--- src/rtl/reflet_irq_latch.sv ---
// Interrupt front-end for reflet_cpu: synchronises four IRQ lines, latches edge/level
// requests and exposes pending/mask/mode/raw status as four memory-mapped registers.
module reflet_irq_latch #(
  parameter int unsigned wordsize   = 16,
  parameter int unsigned base_addr  = 'hF0,
  parameter logic [3:0]  mask_reset = 4'hF,
  parameter logic [3:0]  mode_reset = 4'hF
) (
  input  logic                clk,
  input  logic                reset,
  input  logic                enable,
  input  logic [3:0]          irq_in,
  input  logic [wordsize-1:0] addr,
  input  logic [wordsize-1:0] data_in,
  input  logic                write_en,
  output logic [wordsize-1:0] data_out,
  output logic [3:0]          ext_int
);

  localparam int unsigned nlines = 4;
  localparam logic [wordsize-1:0] base_w = wordsize'(base_addr);
  localparam logic [wordsize-1:0] last_w = wordsize'(base_addr + 3);

  logic [nlines-1:0]   s1_q, s2_q, prev_q;
  logic [nlines-1:0]   pending_q, pending_d;
  logic [nlines-1:0]   mask_q, mask_d;
  logic [nlines-1:0]   mode_q, mode_d;
  logic [nlines-1:0]   ext_int_q, ext_int_d;
  logic [wordsize-1:0] data_out_q, data_out_d;

  logic                sel_c, wr_c;
  logic [1:0]          offset_c;
  logic [nlines-1:0]   rise_c, clr_c, rd_c;
  logic                unused_data_hi;

  assign unused_data_hi = ^data_in[wordsize-1:nlines];

  // Address decode at full bus width; offset is only meaningful while selected.
  assign sel_c    = (addr >= base_w) && (addr <= last_w);
  assign offset_c = 2'(addr - base_w);
  assign wr_c     = enable & write_en & sel_c;
  assign rise_c   = s2_q & ~prev_q;
  assign clr_c    = (wr_c && (offset_c == 2'd0)) ? data_in[nlines-1:0] : '0;

  always_comb begin
    rd_c = '0;
    case (offset_c)
      2'd0:    rd_c = pending_q;
      2'd1:    rd_c = mask_q;
      2'd2:    rd_c = mode_q;
      default: rd_c = s2_q;
    endcase
  end

  // Edge lines: set beats W1C clear. Level lines track the synchronised input.
  always_comb begin
    pending_d  = pending_q;
    mask_d     = mask_q;
    mode_d     = mode_q;
    data_out_d = data_out_q;
    for (int i = 0; i < int'(nlines); i++) begin
      if (mode_q[i]) begin
        pending_d[i] = rise_c[i] | (pending_q[i] & ~clr_c[i]);
      end else begin
        pending_d[i] = s2_q[i];
      end
    end
    if (wr_c && (offset_c == 2'd1)) begin
      mask_d = data_in[nlines-1:0];
    end
    if (wr_c && (offset_c == 2'd2)) begin
      mode_d = data_in[nlines-1:0];
    end
    if (enable) begin
      data_out_d = (sel_c && !write_en) ? wordsize'(rd_c) : '0;
    end
    ext_int_d = pending_d & mask_d;
  end

  always_ff @(posedge clk or negedge reset) begin
    if (!reset) begin
      s1_q       <= '0;
      s2_q       <= '0;
      prev_q     <= '0;
      pending_q  <= '0;
      mask_q     <= mask_reset;
      mode_q     <= mode_reset;
      ext_int_q  <= '0;
      data_out_q <= '0;
    end else begin
      s1_q       <= irq_in;
      s2_q       <= s1_q;
      prev_q     <= s2_q;
      pending_q  <= pending_d;
      mask_q     <= mask_d;
      mode_q     <= mode_d;
      ext_int_q  <= ext_int_d;
      data_out_q <= data_out_d;
    end
  end

  assign data_out = data_out_q;
  assign ext_int  = ext_int_q;

endmodule
--- config.mk ---
export PLATFORM = sky130hd
export DESIGN_NAME = reflet_irq_latch
export DESIGN_NICKNAME = d
export VERILOG_FILES = /design/src/rtl/reflet_irq_latch.sv
export SDC_FILE = /design/constraint.sdc
export NUM_CORES = 1
export LEC_CHECK = 0
export ABC_CLOCK_PERIOD_IN_PS = 1700
export CORE_UTILIZATION = 46
export DETAILED_ROUTE_END_ITERATION = 10
export PLACE_DENSITY = 0.84
export RECOVER_POWER = 25
export SKIP_CTS_REPAIR_TIMING = 1
export SYNTH_ARGS = -nofsm -noshare
export SYNTH_HDL_FRONTEND = slang
export SYNTH_SLANG_ARGS = --single-unit
--- constraint.sdc ---
create_clock -name clk -period 1.7 [get_ports clk]
set_clock_uncertainty 0.05 [all_clocks]
set_input_delay 0.17 -clock clk [delete_from_list [all_inputs] [get_ports clk]]
set_output_delay 0.17 -clock clk [all_outputs]
set_load 0.005 [all_outputs]
==> results of run 1 <==
==> cells in the mapped netlist, drive strengths merged <==
master and n:
a21oi 4, nor4 2, clkbuf 2, nand4 4, o21ai 4, inv 8
mux2 8, or3 1, conb 1, nor2b 1, buf 13, nand2 16
nor4b 1, o22ai 4, nor2 4, nand4b 1, nand3 1, o221ai 4
dfrtp 24, and4b 6, mux4 4, and4 1, or4bb 1, or4 1
nand2b 2, dfstp 8
==> power groups by stage <==
stage / Clock [W] / Sequential (W) / Combinational (W)
after detailed placement: 0 / 0.000804 / 0.000156
after global placement: 0 / 0.000803 / 0.000151
after floorplan: 0 / 0.000801 / 0.0000668
final: 0.000561 / 0.000790 / 0.000152
after global routing: 0.000611 / 0.000791 / 0.000167
after CTS: 0.000573 / 0.000790 / 0.000156
==> worst max-delay path: stages <==
cell and delay [ns]:
clkdlybuf4s50_1 0.51, nand4b_1 0.16, nor4_4 0.32, and4b_2 0.39, mux2_4 0.32
==> cell families (layout without fill, tap and decap cells) <==
| kind of cell | count (synthesis) | after routing |
|---|---|---|
| other | 1 | 12 |
| DFF | 32 | 32 |
| buffers and inverters | 23 | 58 |
| AOI/OAI and AO/OA | 16 | 16 |
| and+or+nand+nor | 42 | 42 |
| muxes | 12 | 12 |
==> stage by stage <==
step | cell area [sq um] | total power, W | setup TNS [ns] | util
global placement | 1920 | 0.000954 | -8.35 | 0.618
detailed placement | 1920 | 0.000960 | -8.96 | 0.618
finish | 2050 | 0.00150 | 0 | 0.661
floorplan | 1570 | 0.000868 | -0.0140 | -
CTS | 1990 | 0.00152 | -2.29 | 0.643
global route | 2050 | 0.00157 | 0 | 0.661
==> path summary, 6_finish.rpt <==
check / start / endpoint / slack [ns] / depth (start not counted)
worst max-delay path: enable / mode_q[3] / 0.03 / 5
worst min register to register: s1_q[1] / s2_q[1] / 0.31 / 0
worst min-delay path: s1_q[1] / s2_q[1] / 0.31 / 0
max in group asynchronous: reset / ext_int[0] / 0.75 / 2
worst max register to register: mode_q[0] / ext_int[0] / 0.48 / 5
min in group asynchronous: reset / prev_q[1] / 0.37 / 2
==> per-layer routing <==
layer  up-vias  share of wire
met3        10          0.081
met1       554           0.39
met4         0          0.032
met2        58           0.49
met5         -              0
li1        522              -
==> area by class of cell <==
class,count,area [sq um],share of cell area
repair buffers,42,434,0.212
flip-flops and latches,32,811,0.395
clock buffers,6,41.3,0.0201
multi-input cells,82,644,0.314
clock inverters,2,35.0,0.0171
well taps,44,55.1,0.0268
inverters,8,30.0,0.0146
==> flip-flops by register name, indices dropped and copies added (netlist names) <==
register and cells:
ext_int 4, mode_q 4, prev_q 4, s1_q 4, pending_q 4, data_out 4
mask_q 4, s2_q 4
==> impl_metrics.py, run 1 <==
metrics = {
    "pwr": {
        "p_leak_nw": 0.975,
        "p_sw_w": 0.000332,
        "clkPwrFrac": 0.373,
        "ir_drop_uv": 705,
        "swShare": 0.221,
        "powerDensity_nw_per_um2": 733,
        "pwr-share-seq": 0.526,
        "p_int_w": 0.00117,
        "p_comb_frac": 0.101,
    },
    "clocking": {
        "clock-root-buffer": "clkbuf_4",
        "cts_buffers": 5,
        "cts_tree": "done",
        "path_clk_slew_ns": 0.09,
        "cts_buffer_depth": 2,
        "clk_latency_ns": 0.34,
        "htree_num_levels": 2,
        "cts.sinks": 32,
    },
    "global_routing": {
        "track_usage": 0.196,
        "grt_use_met2": 0.308,
        "grt.met3_usage": 0.0742,
        "grt_pass1_wl_microns": 4860,
        "grt_max_degree": 33,
        "gr-usage-met1": 0.225,
        "grt.busiest_layer": "met2",
        "grt_pass1_vias": 1106,
        "grt-ovfl-total": 0,
        "antenna_found_initial": 0,
    },
    "cells_and_area": {
        "final_cells": 216,
        "insertedDiodeCount": 0,
        "synthToLayoutAreaGrowth_pct": 34.2,
        "final_common_cell": "dfrtp_1",
        "final_cell_mix": "dfrtp_1, clkdlybuf4s50_1, nand2_1, conb_1, dlymetal6s2s_1",
        "drive_above_1_share": 0.233,
        "final_nets": 211,
        "fill_cells": 250,
    },
    "min_path": {
        "hp-class": "reg -> reg",
    },
    "routing": {
        "vias": 1144,
        "drt-wirelength-per-cell_microns": 15.0,
        "drc": 0,
        "drt_iter0_drc": 32,
        "ant_nets": 0,
        "routed_via_density": 5.30,
        "dr.pass1.iters": 4,
        "wl_microns": 3230,
    },
    "synthesis": {
        "synthAdderAreaFrac": 0,
        "ys_warn_count": 0,
        "synth_top_area_frac": 0.393,
        "synthXorXnorAreaFrac": 0,
        "ys_top_cells_by_area": "dfrtp_1, dfstp_2, buf_4, mux4_2, and4b_1",
        "yosysUniqueCellTypes": 29,
        "synth-compound-area-share": 0.0655,
        "syn_area_per_cell_sq_um": 12.1,
        "ys_ff_latch": 32,
        "synthSimpleGateAreaFrac": 0.183,
        "synth_top_cell_by_area": "dfrtp_1",
        "synth_top_family_by_area": "simple AND/OR/NAND/NOR gates",
        "seq_area_frac_synth": 0.531,
        "syn_area_sq_um": 1530,
        "synthCells": 126,
        "synthMuxAreaShare": 0.128,
    },
    "critical_path": {
        "critPathLaunchType": "primary input",
        "path_class": "in -> reg",
        "end_kind": "flip-flop",
        "worstPathArrival_ns": 1.88,
        "critical_path_peak_fanout": 4,
        "worstPathRequired_ns": 1.91,
    },
    "placed_design": {
        "gp_congestion": 0.830,
        "place_inst": 208,
        "post-place-ws_ns": -0.561,
        "numPortBuffers": 35,
        "dp_hpwl_microns": 2220,
    },
    "sta": {
        "fmax_ghz": 0.599,
        "rsz0062_at_grt": "no",
        "period_minus_slack_ns": 1.67,
        "holdWs_ns": 0.306,
        "tightest_slew_ns": 0.759,
        "slew_viol_final": 0,
        "setup_violations": 0,
        "fin_ws_ns": 0.0308,
        "relSlewSlack": 0.494,
        "hold_viol": 0,
        "post-route-period-util": 0.982,
    },
    "floorplanning": {
        "die_w_microns": 59.6,
        "start_util": 0.492,
        "pin_count": 60,
        "die_area_sq_um": 3560,
        "die_h_microns": 59.6,
        "core_area_sq_um": 3100,
        "core.rowCount": 20,
    },
    "job": {
        "max-cap-violations": 0,
    },
    "status": {
        "status": "finished, final reports clean",
    },
}
Note: power is estimated with default switching activity, not from simulation.
==> run 2, diff against run 1 <==
--- a/config.mk
+++ b/config.mk
@@ -6,9 +6,10 @@
 export NUM_CORES = 1
 export LEC_CHECK = 0
 export ABC_CLOCK_PERIOD_IN_PS = 1700
+export CORE_ASPECT_RATIO = 1.2
 export CORE_UTILIZATION = 46
 export DETAILED_ROUTE_END_ITERATION = 10
-export PLACE_DENSITY = 0.84
+export PLACE_DENSITY = 0.85
 export RECOVER_POWER = 25
 export SKIP_CTS_REPAIR_TIMING = 1
 export SYNTH_ARGS = -nofsm -noshare
==> constraint.sdc (replaced) <==
create_clock -name clk -period 1.7 [get_ports clk]
set_clock_uncertainty 0.05 [all_clocks]
set_input_delay 0.17 -clock clk [delete_from_list [all_inputs] [get_ports clk]]
set_output_delay 0.17 -clock clk [all_outputs]
set_load 0.05 [all_outputs]
==> run 2 against run 1 <==
- cell area increased by 1.0%
- routed wire length increased by 3.9%
- critical path depth unchanged
- die area about the same
- clock power decreased by 21%
- worst hold slack about the same
- first-iteration DRC count increased by 16%
- non-clock buffer count increased by 3
- largest cell class unchanged
- largest power group unchanged
==> impl_metrics.py, run 2 (synthesized netlist as in run 1, its figures left out) <==
metrics = {
    "clocking": {
        "clock-root-buffer": "clkbuf_4",
        "cts_buffers": 5,
        "cts.sinks": 32,
        "cts_buffer_depth": 2,
        "cts_tree": "done",
        "htree_num_levels": 2,
        "clk_latency_ns": 0.34,
        "path_clk_slew_ns": 0.09,
    },
    "placed_design": {
        "gp_congestion": 0.825,
        "numPortBuffers": 35,
        "dp_hpwl_microns": 2340,
        "place_inst": 201,
    },
    "floorplanning": {
        "pin_count": 60,
        "die_h_microns": 65.1,
        "die_area_sq_um": 3560,
        "die_w_microns": 54.6,
        "core.rowCount": 22,
        "start_util": 0.491,
        "core_area_sq_um": 3110,
    },
    "routing": {
        "drt-wirelength-per-cell_microns": 15.9,
        "routed_via_density": 5.36,
        "ant_nets": 0,
        "wl_microns": 3360,
        "drc": 0,
        "dr.pass1.iters": 4,
        "vias": 1131,
        "drt_iter0_drc": 37,
    },
    "sta": {
        "hold_viol": 0,
        "period_minus_slack_ns": 1.67,
        "relSlewSlack": 0.510,
        "holdWs_ns": 0.306,
        "tightest_slew_ns": 0.735,
        "slew_viol_final": 0,
        "setup_violations": 0,
        "fmax_ghz": 0.599,
        "setup_tns_ns": 0,
        "post-route-period-util": 0.983,
    },
    "cells_and_area": {
        "drive_above_1_share": 0.297,
        "final_cells": 211,
        "final_common_cell": "dfrtp_1",
        "insertedDiodeCount": 0,
        "synthToLayoutAreaGrowth_pct": 35.6,
        "final_cell_mix": "dfrtp_1, nand2_1, dlymetal6s2s_1, conb_1, buf_4",
        "fill_cells": 219,
        "final_nets": 214,
    },
    "min_path": {
        "hp-class": "reg -> reg",
    },
    "pwr": {
        "powerDensity_nw_per_um2": 696,
        "ir_drop_uv": 594,
        "p_leak_nw": 1.05,
        "p_total_w": 0.00144,
    },
    "critical_path": {
        "path_class": "in -> reg",
        "critPathLaunchType": "primary input",
        "worstPathArrival_ns": 1.89,
        "end_kind": "flip-flop",
        "worstPathRequired_ns": 1.92,
        "critical_path_peak_fanout": 4,
    },
    "global_routing": {
        "grt.met3_usage": 0.0463,
        "antenna_found_initial": 0,
        "gr-usage-met1": 0.246,
        "grt.busiest_layer": "met2",
        "track_usage": 0.212,
        "grt_pass1_wl_microns": 5150,
        "grt_use_met2": 0.340,
        "grt_max_degree": 33,
        "grt-ovfl-total": 0,
        "grt_pass1_vias": 1137,
    },
    "job": {
        "max-cap-violations": 0,
    },
    "status": {
        "status": "finished, final reports clean",
    },
}
run 2: metrics by stage:
stage	instance area, sq um	worst slack, ns	utilization
after CTS	1960	-0.198	0.632
after global placement	1900	-0.497	0.612
after floorplan	1570	-0.00349	-
final	2070	0.0297	0.666
after global routing	2070	-0.0212	0.666
after detailed placement	1900	-0.554	0.612
run 2: power by group:
group | internal (W) | leakage [nW] | total, W | switching [W]
logic | 0.0000836 | 0.628 | 0.000207 | 0.000123
clock network | 0.000196 | 0.0380 | 0.000445 | 0.000248
registers | 0.000781 | 0.381 | 0.000790 | 0.00000908
run 2: worst paths after layout:
path                                start           end  slack (ns)  cells past startpoint
worst min register to register    s1_q[3]       s2_q[3]        0.31                      0
worst max-delay path               enable     mode_q[0]        0.03                      5
max in group asynchronous           reset     prev_q[3]        0.77                      2
worst min-delay path              s1_q[3]       s2_q[3]        0.31                      0
min in group asynchronous           reset  pending_q[1]        0.36                      2
worst max register to register  mode_q[1]    ext_int[1]        0.49                      5
run 2: area by class of cell:
cell class	instances	area, sq um	area share
flip-flops and latches	32	811	0.391
multi-input cells	82	663	0.320
clock buffers	6	51.3	0.0248
inverters	8	30.0	0.0145
repair buffers	45	462	0.223
clock inverters	2	10.0	0.00483
well taps	36	45.0	0.0217
run 2: routing by layer:
metal	vias up	wire length, microns
met1	544	1280
met3	6	229
met4	0	74
met5	-	0
met2	53	1770
li1	528	-
run 2: worst max-delay path, cell delays in order:
cell and delay (ns):
clkdlybuf4s50_1 0.52, nand4b_1 0.16, nor4_4 0.33, and4b_2 0.38, mux2_4 0.32
==> run 3, diff against run 2 <==
--- a/config.mk
+++ b/config.mk
@@ -8,6 +8,7 @@
 export ABC_CLOCK_PERIOD_IN_PS = 1700
 export CORE_ASPECT_RATIO = 1.2
 export CORE_UTILIZATION = 46
+export CTS_CLUSTER_DIAMETER = 80
 export DETAILED_ROUTE_END_ITERATION = 10
 export PLACE_DENSITY = 0.85
 export RECOVER_POWER = 25
==> results of run 3 <==
The final DEF is identical to that of run 2; final timing and power are the same.
